<file path="src/rtl/trigger_hub.sv">
// trigger_hub: debounced buttons and MIDI note-on hits merged into
// per-instrument one-cycle trigger pulses with latched velocities.
//
// Ports:
//   clk, rst_n        clock, async active-low reset
//   en                output enable (parser/debouncers always run)
//   btn               pre-synchronised buttons -> instruments 0..BTN_COUNT-1
//   midi_byte(_valid) received MIDI byte and its one-cycle strobe
//   trig              one-cycle trigger pulse per instrument
//   velocity          latched 7-bit velocity per instrument
//   midi_key/vel      last note-on hit, with midi_msg_valid strobe
//
// Build option: define TRIGGER_HUB_OMNI_EN to accept notes on all
// 16 channels instead of MIDI_CHANNEL only.
module trigger_hub #(
  parameter int INSTRUMENT_COUNT = 10,
  parameter int BTN_COUNT = 4,
  parameter int DEBOUNCE_CYCLES = 100000,
  parameter logic [7*INSTRUMENT_COUNT-1:0] MIDI_KEYS = {
    7'd51, 7'd49, 7'd44, 7'd42, 7'd46,
    7'd43, 7'd45, 7'd48, 7'd38, 7'd36},
  parameter int MIDI_CHANNEL = 9,
  parameter int BTN_VELOCITY = 127
) (
  input  logic                          clk,
  input  logic                          rst_n,
  input  logic                          en,
  input  logic [BTN_COUNT-1:0]          btn,
  input  logic [7:0]                    midi_byte,
  input  logic                          midi_byte_valid,
  output logic [INSTRUMENT_COUNT-1:0]   trig,
  output logic [7*INSTRUMENT_COUNT-1:0] velocity,
  output logic [6:0]                    midi_key,
  output logic [6:0]                    midi_vel,
  output logic                          midi_msg_valid
);

`ifdef TRIGGER_HUB_OMNI_EN
  localparam logic OMNI = 1'b1;
`else
  localparam logic OMNI = 1'b0;
`endif

  localparam int CW =
    DEBOUNCE_CYCLES > 1 ? $clog2(DEBOUNCE_CYCLES) : 1;
  localparam logic [CW-1:0] CMAX = CW'(DEBOUNCE_CYCLES - 1);
  localparam logic [6:0] BVEL = 7'(BTN_VELOCITY);

  typedef enum logic [1:0] {
    S_NONE,
    S_KEY,
    S_VEL
  } state_t;

  state_t state;
  logic run_on;
  logic [6:0] key_q;

  logic [CW-1:0] cnt [BTN_COUNT];
  logic [BTN_COUNT-1:0] stable;
  logic [BTN_COUNT-1:0] rise;
  logic [INSTRUMENT_COUNT-1:0] rise_ext;

  // Debounce: stable state flips on the cycle the counter would
  // reach DEBOUNCE_CYCLES; a rising flip is the button trigger.
  always_comb begin
    rise = '0;
    for (int i = 0; i < BTN_COUNT; i++)
      rise[i] = btn[i] & ~stable[i] & (cnt[i] == CMAX);
    rise_ext = '0;
    rise_ext[BTN_COUNT-1:0] = rise;
  end

  always_ff @(posedge clk or negedge rst_n) begin
    if (!rst_n) begin
      stable <= '0;
      for (int i = 0; i < BTN_COUNT; i++)
        cnt[i] <= '0;
    end else begin
      for (int i = 0; i < BTN_COUNT; i++) begin
        if (btn[i] == stable[i]) begin
          cnt[i] <= '0;
        end else if (cnt[i] == CMAX) begin
          cnt[i] <= '0;
          stable[i] <= btn[i];
        end else begin
          cnt[i] <= cnt[i] + CW'(1);
        end
      end
    end
  end

  logic [6:0] data7;
  logic chan_ok;
  logic is_rt, is_note, is_drop, is_data;
  logic hit;
  logic [INSTRUMENT_COUNT-1:0] sel;
  logic [INSTRUMENT_COUNT-1:0] midi_trig;

  always_comb begin
    data7 = midi_byte[6:0];
    chan_ok = OMNI ||
      (midi_byte[3:0] == 4'(MIDI_CHANNEL));
    is_rt = midi_byte[7:3] == 5'b11111;
    is_note = midi_byte[7:5] == 3'b100 && chan_ok;
    is_drop = midi_byte[7] && !is_rt && !is_note;
    is_data = !midi_byte[7];
    hit = midi_byte_valid && is_data &&
      state == S_VEL && run_on && data7 != 7'd0;
    // Descending scan leaves the lowest matching index selected.
    sel = '0;
    for (int i = INSTRUMENT_COUNT - 1; i >= 0; i--)
      if (MIDI_KEYS[7*i +: 7] == key_q) begin
        sel = '0;
        sel[i] = 1'b1;
      end
    midi_trig = hit ? sel : '0;
  end

  always_ff @(posedge clk or negedge rst_n) begin
    if (!rst_n) begin
      state <= S_NONE;
      run_on <= 1'b0;
      key_q <= '0;
      midi_key <= '0;
      midi_vel <= '0;
      midi_msg_valid <= 1'b0;
      trig <= '0;
      velocity <= '0;
    end else begin
      midi_msg_valid <= en & hit;
      trig <= en ? (midi_trig | rise_ext) : '0;
      if (hit) begin
        midi_key <= key_q;
        midi_vel <= data7;
      end
      if (en)
        for (int i = 0; i < INSTRUMENT_COUNT; i++)
          if (midi_trig[i])
            velocity[7*i +: 7] <= data7;
          else if (rise_ext[i])
            velocity[7*i +: 7] <= BVEL;
      if (midi_byte_valid) begin
        unique case (1'b1)
          is_rt: ;
          is_note: begin
            run_on <= midi_byte[4];
            state <= S_KEY;
          end
          is_drop: state <= S_NONE;
          is_data: begin
            unique case (state)
              S_KEY: begin
                key_q <= data7;
                state <= S_VEL;
              end
              S_VEL: state <= S_KEY;
              default: ;
            endcase
          end
          default: ;
        endcase
      end
    end
  end

endmodule

</file>
<file path="config.mk">
export PLATFORM = sky130hd
export DESIGN_NAME = trigger_hub
export DESIGN_NICKNAME = d
export VERILOG_FILES = /design/src/rtl/trigger_hub.sv
export SDC_FILE = /design/constraint.sdc
export NUM_CORES = 1
export LEC_CHECK = 0
export ABC_AREA = 0
export BUFFER_PORTS_ARGS = -buffer_cell sky130_fd_sc_hd__buf_2
export CAP_MARGIN = 5
export CORE_MARGIN = 4
export CORE_UTILIZATION = 30
export DETAILED_ROUTE_END_ITERATION = 16
export HOLD_SLACK_MARGIN = 0.1
export PLACE_DENSITY_LB_ADDON = 0.08
export SYNTH_ARGS = -nofsm -noshare
export SYNTH_HDL_FRONTEND = slang
export SYNTH_SLANG_ARGS = --single-unit
</file>
<file path="constraint.sdc">
create_clock -name clk -period 3 [get_ports clk]
set_input_delay 0.3 -clock clk [delete_from_list [all_inputs] [get_ports clk]]
set_output_delay 0.3 -clock clk [all_outputs]
set_load 0.02 [all_outputs]
</file>
==> summary.txt, run 1 <==
Switch Pwr -> 1.471 mW
Vias in the first global route -> 5,617
Syn avg cell area -> 11.80 sq um
Largest net degree at the start of global routing -> 74
Crit path required time -> 3.31 ns
DR vias -> 5,430
Die area -> 28,240 sq um
Largest fanout on the critical path -> 9
Final nets -> 788
Crit path time final -> 2.586 ns
Most frequent cell after synthesis -> dfrtp_1
Register area share after synthesis -> 0.5765
GRT Resource Usage Total -> 0.1435
Final GP Congestion -> 0.7995
CP startpoint kind -> register
Outcome -> finished, final reports clean
Layout cells sized above 1 -> 0.2865
Slew @ Worst Pin -> 0.8397 ns
Clock tree root buffer cell -> clkbuf_16
Dominant cells by area after synthesis -> dfrtp_1, mux2_2, xor2_1, nor2_1, o22a_1
Critical path class -> register to register
Pwr dens -> 571.3 nW/um^2
Pwr Total -> 5.258 mW
Dominant cell type by area after synthesis -> dfrtp_1
Worst reg2reg setup slack -> 0.41 ns
Crit share post-route -> 0.8622
Min-delay worst type -> primary input to register
Max rail drop VDD -> 0.2593 mV
Asr flop ratio synth -> 1.000
Arr. time, crit path -> 2.90 ns
CP max stage delay -> 0.73 ns
Filler cells -> 2,452
First drt pass iteration count -> 4
Site row count -> 58
Fmax -> 386.6 MHz
Initial drt markers -> 269
Slowest-stage cell, CP -> or4_1
First-pass GRT wire length -> 31,960 um
Die Width -> 168.0 um
WP buf/inv -> 1
Hold Path Depth -> 2
Post-cts resize count -> 0
CTS buffer count -> 17
Final instance area -> 9203 sq um
Skew final -> 0.01130 ns
Synth Register Bits -> 177
Max-slew headroom -> 0.4385
Final hold vios -> 0
Clk sinks -> 177
TritonCTS clock tree -> yes
Flop pwr share -> 0.500
RSZ-0062 raised after global routing -> no
Final setup violation count -> 0
Yosys warnings -> 0
MaxCap Viol Count -> 0
Initial cell density of the core -> 0.3051
Synth-to-layout area growth -> 19.77%
Gate count of the mapped netlist -> 651
Hold path startpoint -> midi_byte[7]
EDFF count, synth -> 0
Slew Limit Fails -> 0
Mapped cell area -> 7684 sq um
Comb power frac -> 0.092
Diodes inserted -> 0
Global route overflow -> 0
CP endpoint kind -> register
Ys flop type -> dfrtp_1
Clock transition at the registers of the reported paths -> 0.07 ns
CP cell instances -> inv_1 -> ha_1 -> and4b_1 -> o211ai_4 -> or4_1 -> mux2_4
Post-route setup TNS -> 0 ns
Buffer count from post-CTS setup fixing -> 0
Hold-critical path endpoint -> state[1]$_DFFE_PN0P_
Vias per inst -> 4.914
Switching portion of total power -> 0.2798
Internal power -> 3.786 mW
Worst r2r src -> state[0]$_DFFE_PN0P_
P_leak -> 4.510 nW
Netlist cell types -> 50
Max H-tree Level -> 4
Yosys top cell area share -> 0.5765
DRC violations left -> 0
Placement Cell Area -> 8617 sq um
Min setup slack post-route -> 0.4135 ns
I/O pin count -> 111
Number of port buffers -> 110
Hold buffers post-CTS -> 1
Height of the chip -> 168.0 um
Clk buf depth -> 2
Initial antenna violation count -> 0
Clk network pwr share -> 0.408
Core area -> 25,180 sq um
DP HPWL -> 13,900 um
Syn Nets -> 677
Post-Place Setup Slack -> 0.4316 ns
Post-DRT Antenna Nets -> 0
Total wire length -> 19,920 um
Family with the most delay on the worst path -> simple AND/OR/NAND/NOR gates
R2r endpoint -> velocity[31]$_DFFE_PN0P_
WL per Instance -> 18.03 um
Commonest cells post-synth -> dfrtp_1, nor2_1, mux2_2
Clock latency at the later pin of the worst-skew pair -> 0.43 ns
FF-to-FF path depth -> 6
[logic make-up after synthesis]
family          share of synthesized area
compound gates                    0.06269
xor+xnor                          0.05813
fa+ha+maj                         0.01628
buf+inv                           0.02638
flops                              0.5765
mux                               0.08696
simple gates                       0.1731
[through the flow]
step                instances  hold slack, ns    util
global route             1105          0.1336  0.3654
detailed placement       1072          0.3309  0.3422
global placement         1072          0.3230  0.3422
floorplan                 651        0.004409       -
CTS                      1105          0.1224  0.3654
finish                   1105          0.1489  0.3654
[layout make-up]
type                    count  area, sq um  share of cell area
clock buffers              17        425.4             0.04623
well taps                 330        412.9             0.04487
multi-input cells         426         3052              0.3316
inverters                  17        63.81            0.006934
flip-flops and latches    177         4429              0.4813
repair buffers            123        669.4             0.07274
clock inverters            15        150.1             0.01632
[layer usage]
layer,part of all wire,track usage,wire length (um)
met3,0.053,0.04015,1053
met5,0,0,0
met4,0.026,0.05505,514
met2,0.46,0.2227,9152
met1,0.46,0.1914,9200
[worst reg2reg max path, cell delays in order, from the launching register on]
cell and delay, ns:
dfrtp_1 0.40, inv_1 0.07, ha_1 0.17, and4b_1 0.50
o211ai_4 0.22, or4_1 0.73, mux2_4 0.38
[placed cells by master (no fill, tap or decap), drive strengths merged, types with 2 or more instances in the layout]
master and n:
buf 122, nor4b 6, nand4 27, dfrtp 177, nand2b 5, or3 14, and4 14, xnor2 13
clkinvlp 2, nor3 3, nor4bb 8, nand3b 2, mux2 57, and3 4, o31ai 2, o22ai 3
o211ai 3, or2 4, o21ai 16, nor4 5, inv 22, nand2 43, and2 2, a21oi 9
or4 4, clkbuf 17, nand3 28, xor2 38, ha 10, o22a 28, clkinv 8, nor2 69
[power groups by stage]
stage	Combinational [mW]	Sequential [mW]	Clock [mW]
finish	0.481	2.63	2.15
global placement	0.481	2.67	0
floorplan	0.249	2.69	0
CTS	0.492	2.63	2.22
detailed placement	0.488	2.68	0
global route	0.551	2.65	2.32
[flip-flops by register name, indices dropped and copies added (netlist names), 2 cells and up]
register and count:
stable 4, state 2, midi_key 7, midi_vel 7
cnt 68, trig 10, key_q 7, velocity 70
[worst max-delay path by stage]
stage	from	to	slack [ns]	cells past startpoint
6_report	state[0]$_DFFE_PN0P_	velocity[31]$_DFFE_PN0P_	0.41	6
3_5_place_dp	state[0]$_DFFE_PN0P_	velocity[31]$_DFFE_PN0P_	0.43	6
4_1_cts	state[0]$_DFFE_PN0P_	velocity[31]$_DFFE_PN0P_	0.42	6
2_1_floorplan	state[0]$_DFFE_PN0P_	velocity[28]$_DFFE_PN0P_	0.92	8
5_1_grt	state[0]$_DFFE_PN0P_	velocity[26]$_DFFE_PN0P_	0.21	6
3_3_place_gp	state[0]$_DFFE_PN0P_	velocity[28]$_DFFE_PN0P_	0.50	6
Power figures use the tool's default switching activity.
==> run 2, diff against run 1 <==
--- a/config.mk
+++ b/config.mk
@@ -8,6 +8,8 @@
 export ABC_AREA = 0
 export BUFFER_PORTS_ARGS = -buffer_cell sky130_fd_sc_hd__buf_2
 export CAP_MARGIN = 5
+export CELL_PAD_IN_SITES_DETAIL_PLACEMENT = 0
+export CELL_PAD_IN_SITES_GLOBAL_PLACEMENT = 1
 export CORE_MARGIN = 4
 export CORE_UTILIZATION = 30
 export DETAILED_ROUTE_END_ITERATION = 16
==> run 2 against run 1 <==
Compared with the run above:
- clock skew decreased by 0.0028 ns
- wire length is 0.45% higher
- hold slack lost 0.0022 ns
- die area did not move
- critical endpoint is now velocity[29]$_DFFE_PN0P_
- combinational power barely moved
- power is 1.0% higher
- sequential power barely moved
- global-route usage is 0.21 points higher
==> summary.txt, run 2 (same netlist as run 1, synthesis figures left out) <==
Outcome -> finished, final reports clean
Hold buffers post-CTS -> 1
Most common cell after layout, fill and taps aside -> dfrtp_1
MaxCap Viol Count -> 0
Max rail drop VDD -> 0.2675 mV
Pwr dens -> 579.6 nW/um^2
Crit path required time -> 3.31 ns
RSZ-0062 raised after global routing -> no
DR vias -> 5,328
Post-DRT Antenna Nets -> 0
First drt pass iteration count -> 4
Clock latency at the later pin of the worst-skew pair -> 0.43 ns
WP buf/inv -> 1
DP HPWL -> 13,810 um
Clock tree root buffer cell -> clkbuf_16
Arr. time, crit path -> 2.96 ns
CP max stage delay -> 0.74 ns
Placement Cell Area -> 8577 sq um
WL per Instance -> 18.22 um
Slew @ Worst Pin -> 0.8489 ns
Crit share post-route -> 0.8820
GRT Resource Usage Total -> 0.1456
Vias per inst -> 4.852
CP endpoint kind -> register
Post-route setup TNS -> 0 ns
Die Width -> 168.0 um
Buffer count from post-CTS setup fixing -> 0
Final hold vios -> 0
FF-to-FF path depth -> 6
Core area -> 25,180 sq um
CP cell instances -> inv_1 -> ha_1 -> and4b_1 -> o211ai_4 -> or4_1 -> mux2_4
Final setup violation count -> 0
Clk sinks -> 177
Fmax -> 377.9 MHz
Critical path class -> register to register
CTS buffer count -> 17
Final nets -> 781
Site row count -> 58
Max reg flops -> 70
Height of the chip -> 168.0 um
Max-slew headroom -> 0.4323
Total wire length -> 20,010 um
Final instance area -> 9165 sq um
Worst Setup SP -> state[0]$_DFFE_PN0P_
Post-Place Setup Slack -> 0.4070 ns
Vias in the first global route -> 5,630
First-pass GRT wire length -> 32,220 um
Initial drt markers -> 261
Max H-tree Level -> 4
I/O pin count -> 111
TritonCTS clock tree -> yes
Diodes inserted -> 0
Initial cell density of the core -> 0.3051
Min-delay worst type -> primary input to register
Initial antenna violation count -> 0
Min setup slack post-route -> 0.3541 ns
Crit path time final -> 2.646 ns
CP startpoint kind -> register
Largest net degree at the start of global routing -> 64
Hold path startpoint -> btn[1]
Slew Limit Fails -> 0
Global route overflow -> 0
Family with the most delay on the worst path -> simple AND/OR/NAND/NOR gates
Worst r2r src -> state[0]$_DFFE_PN0P_
Top reg by flops -> velocity
Clock transition at the registers of the reported paths -> 0.07 ns
P_leak -> 4.474 nW
Die area -> 28,240 sq um
Layout cells sized above 1 -> 0.2786
Largest fanout on the critical path -> 9
Clk buf depth -> 2
Stages on worst setup path -> 6
Slowest-stage cell, CP -> or4_1
Skew final -> 0.008480 ns
Final GP Congestion -> 0.7622
DRC violations left -> 0
Largest registers -> velocity x70, cnt x68, trig x10
Post-cts resize count -> 0
Synth-to-layout area growth -> 19.28%
Hold Path Depth -> 2
Most frequent cells in the layout -> dfrtp_1, buf_2, nor2_1
Number of port buffers -> 110
==> run 2: layer usage <==
metal / wire length, um / part of all wire / GRT usage / up-vias
met1: 9140 / 0.46 / 0.1910 / 2693
met4: 254 / 0.013 / 0.04446 / 0
li1: - / - / - / 2515
met5: 0 / 0 / 0 / -
met3: 1179 / 0.059 / 0.04719 / 18
met2: 9435 / 0.47 / 0.2306 / 102
==> run 2: cell type report <==
class                      count  area (sq um)
tap                          330         412.9
clock buffer                  18         429.2
sequential                   177          4429
timing repair buffer         116         629.4
multi-input combinational    426          3052
inverter                      17         63.81
fill                        2501         16020
clock inverter                14         148.9
==> run 2: metrics by stage <==
stage	instances	hold WS, ns	util	total power, mW
2_1_floorplan	651	0.004409	-	2.935
3_3_place_gp	1065	0.3113	0.3406	3.148
3_5_place_dp	1065	0.3262	0.3406	3.162
4_1_cts	1098	0.1313	0.3640	5.401
5_1_grt	1098	0.1382	0.3640	5.584
6_report	1098	0.1467	0.3640	5.312
==> run 2: worst paths after layout <==
check / endpoint / slack, ns
max reg2reg: velocity[29]$_DFFE_PN0P_ / 0.35
min in group asynchronous: midi_vel[2]$_DFFE_PN0P_ / 0.41
min: stable[1]$_DFFE_PN0P_ / 0.15
min reg2reg: midi_vel[4]$_DFFE_PN0P_ / 0.48
max in group asynchronous: velocity[12]$_DFFE_PN0P_ / 1.83
max: velocity[29]$_DFFE_PN0P_ / 0.35
==> run 2: worst register-to-register path: stages (launching register included) <==
cell      delay (ns)
dfrtp_1         0.40
inv_1           0.07
ha_1            0.19
and4b_1         0.52
o211ai_4        0.23
or4_1           0.74
mux2_4          0.37
==> run 2: power by group <==
| part | internal, mW | switching (mW) |
|---|---|---|
| Combinational | 0.176 | 0.305 |
| Clock | 1.18 | 1.02 |
| Sequential | 2.50 | 0.126 |
| Total | 3.86 | 1.45 |
==> run 3, diff against run 2 <==
--- a/config.mk
+++ b/config.mk
@@ -15,6 +15,7 @@
 export DETAILED_ROUTE_END_ITERATION = 16
 export HOLD_SLACK_MARGIN = 0.1
 export PLACE_DENSITY_LB_ADDON = 0.08
+export SETUP_SLACK_MARGIN = 0.5
 export SYNTH_ARGS = -nofsm -noshare
 export SYNTH_HDL_FRONTEND = slang
 export SYNTH_SLANG_ARGS = --single-unit
==> run 3 against run 2 <==
Compared with the run above:
- power about the same
- sequential cell count unchanged
- setup slack better by 0.32 ns
- global-route usage about the same
- sequential share of layout area down 0.066 points
- count of clock-buffer cells in the layout unchanged
- largest cell class unchanged
==> summary.txt, run 3 (same netlist as run 1, synthesis figures left out) <==
Outcome -> finished, final reports clean
Post-DRT Antenna Nets -> 0
Max rail drop VDD -> 0.2677 mV
Clk sinks -> 177
Height of the chip -> 168.0 um
Top reg by flops -> velocity
DR vias -> 5,312
P_leak -> 4.476 nW
Clk buf depth -> 2
Vias per inst -> 4.838
CP endpoint kind -> register
Largest net degree at the start of global routing -> 64
WL per Instance -> 18.20 um
Pwr dens -> 578.7 nW/um^2
Final non-filler cell total -> 1,098
Crit path time final -> 2.330 ns
Max reg flops -> 70
Vias in the first global route -> 5,630
Site row count -> 58
Max-slew headroom -> 0.5726
CP cell instances -> inv_1 -> ha_1 -> and4b_2 -> o211ai_4 -> or4_1 -> mux2_2
First-pass GRT wire length -> 32,250 um
Clock tree root buffer cell -> clkbuf_16
Crit path required time -> 3.31 ns
Final nets -> 781
Min setup slack post-route -> 0.6699 ns
Initial cell density of the core -> 0.3051
I/O pin count -> 111
Family with the most delay on the worst path -> simple AND/OR/NAND/NOR gates
Final hold vios -> 0
Layout cells sized above 1 -> 0.2826
Slowest-stage cell, CP -> or4_1
Fmax -> 429.2 MHz
Clock latency at the later pin of the worst-skew pair -> 0.43 ns
Die area -> 28,240 sq um
GRT Resource Usage Total -> 0.1458
Final GP Congestion -> 0.7622
DRC violations left -> 0
Skew final -> 0.008780 ns
Placement Cell Area -> 8577 sq um
First drt pass iteration count -> 4
Total wire length -> 19,990 um
Number of port buffers -> 110
Largest registers -> velocity x70, cnt x68, trig x10
Diodes inserted -> 0
TritonCTS clock tree -> yes
MaxCap Viol Count -> 0
Post-route setup TNS -> 0 ns
Final setup violation count -> 0
Critical path class -> register to register
Most common cell after layout, fill and taps aside -> dfrtp_1
Max H-tree Level -> 4
Initial drt markers -> 269
Min-delay worst type -> primary input to register
RSZ-0062 raised after global routing -> no
Initial antenna violation count -> 0
Slew @ Worst Pin -> 0.6411 ns
Core area -> 25,180 sq um
WP buf/inv -> 1
Largest fanout on the critical path -> 9
Die Width -> 168.0 um
Most frequent cells in the layout -> dfrtp_1, buf_2, nor2_1
Placed instance count -> 1,065
Final instance area -> 9178 sq um
CP max stage delay -> 0.61 ns
Post-Place Setup Slack -> 0.4070 ns
CTS buffer count -> 17
Slew Limit Fails -> 0
Arr. time, crit path -> 2.64 ns
Crit share post-route -> 0.7767
Pwr Total -> 5.311 mW
CP startpoint kind -> register
Synth-to-layout area growth -> 19.44%
Global route overflow -> 0
Clock transition at the registers of the reported paths -> 0.07 ns
DP HPWL -> 13,810 um
run 3: report_power, final:
group	internal, mW	switching [mW]
combinational	0.176	0.307
sequential	2.50	0.126
clock	1.18	1.02
total	3.86	1.45
run 3: final cells by class:
type | count | area (sq um)
fillers | 2499 | 16000
flip-flops and latches | 177 | 4429
multi-input cells | 426 | 3064
repair buffers | 116 | 629.4
clock buffers | 18 | 429.2
well taps | 330 | 412.9
clock inverters | 14 | 148.9
inverters | 17 | 63.81
run 3: metal layers:
| metal | track usage | vias to the layer above | routed length [um] |
|---|---|---|---|
| met5 | 0 | - | 0 |
| met4 | 0.04446 | 0 | 293 |
| met3 | 0.04719 | 21 | 1183 |
| met2 | 0.2313 | 90 | 9411 |
| met1 | 0.1910 | 2687 | 9101 |
| li1 | - | 2514 | - |
run 3: metrics by stage:
step | util | hold WS [ns]
after detailed placement | 0.3406 | 0.3262
after CTS | 0.3640 | 0.1313
after global routing | 0.3645 | 0.1382
final | 0.3645 | 0.1470
after global placement | 0.3406 | 0.3113
after floorplan | - | 0.004409
run 3: final timing paths:
kind                                         start                       end  slack (ns)  depth (start not counted)
max                           state[0]$_DFFE_PN0P_  velocity[42]$_DFFE_PN0P_        0.67                          6
min                                         btn[1]     stable[1]$_DFFE_PN0P_        0.15                          2
max reg2reg                   state[0]$_DFFE_PN0P_  velocity[42]$_DFFE_PN0P_        0.67                          6
min reg2reg                midi_vel[4]$_DFFE_PN0P_   midi_vel[4]$_DFFE_PN0P_        0.48                          2
max in group asynchronous                    rst_n  velocity[25]$_DFFE_PN0P_        1.82                          3
min in group asynchronous                    rst_n   midi_vel[2]$_DFFE_PN0P_        0.42                          2
run 3: what timing repair did:
action                                 in CTS  in global routing
pin swaps                                   0                  0
setup endpoints to repair                  14                 14
resized for setup                           1                  2
buffers inserted                            0                  0
cloned                                      0                  0
hold buffers                                1                  0
endpoints found under the hold margin      58                  0
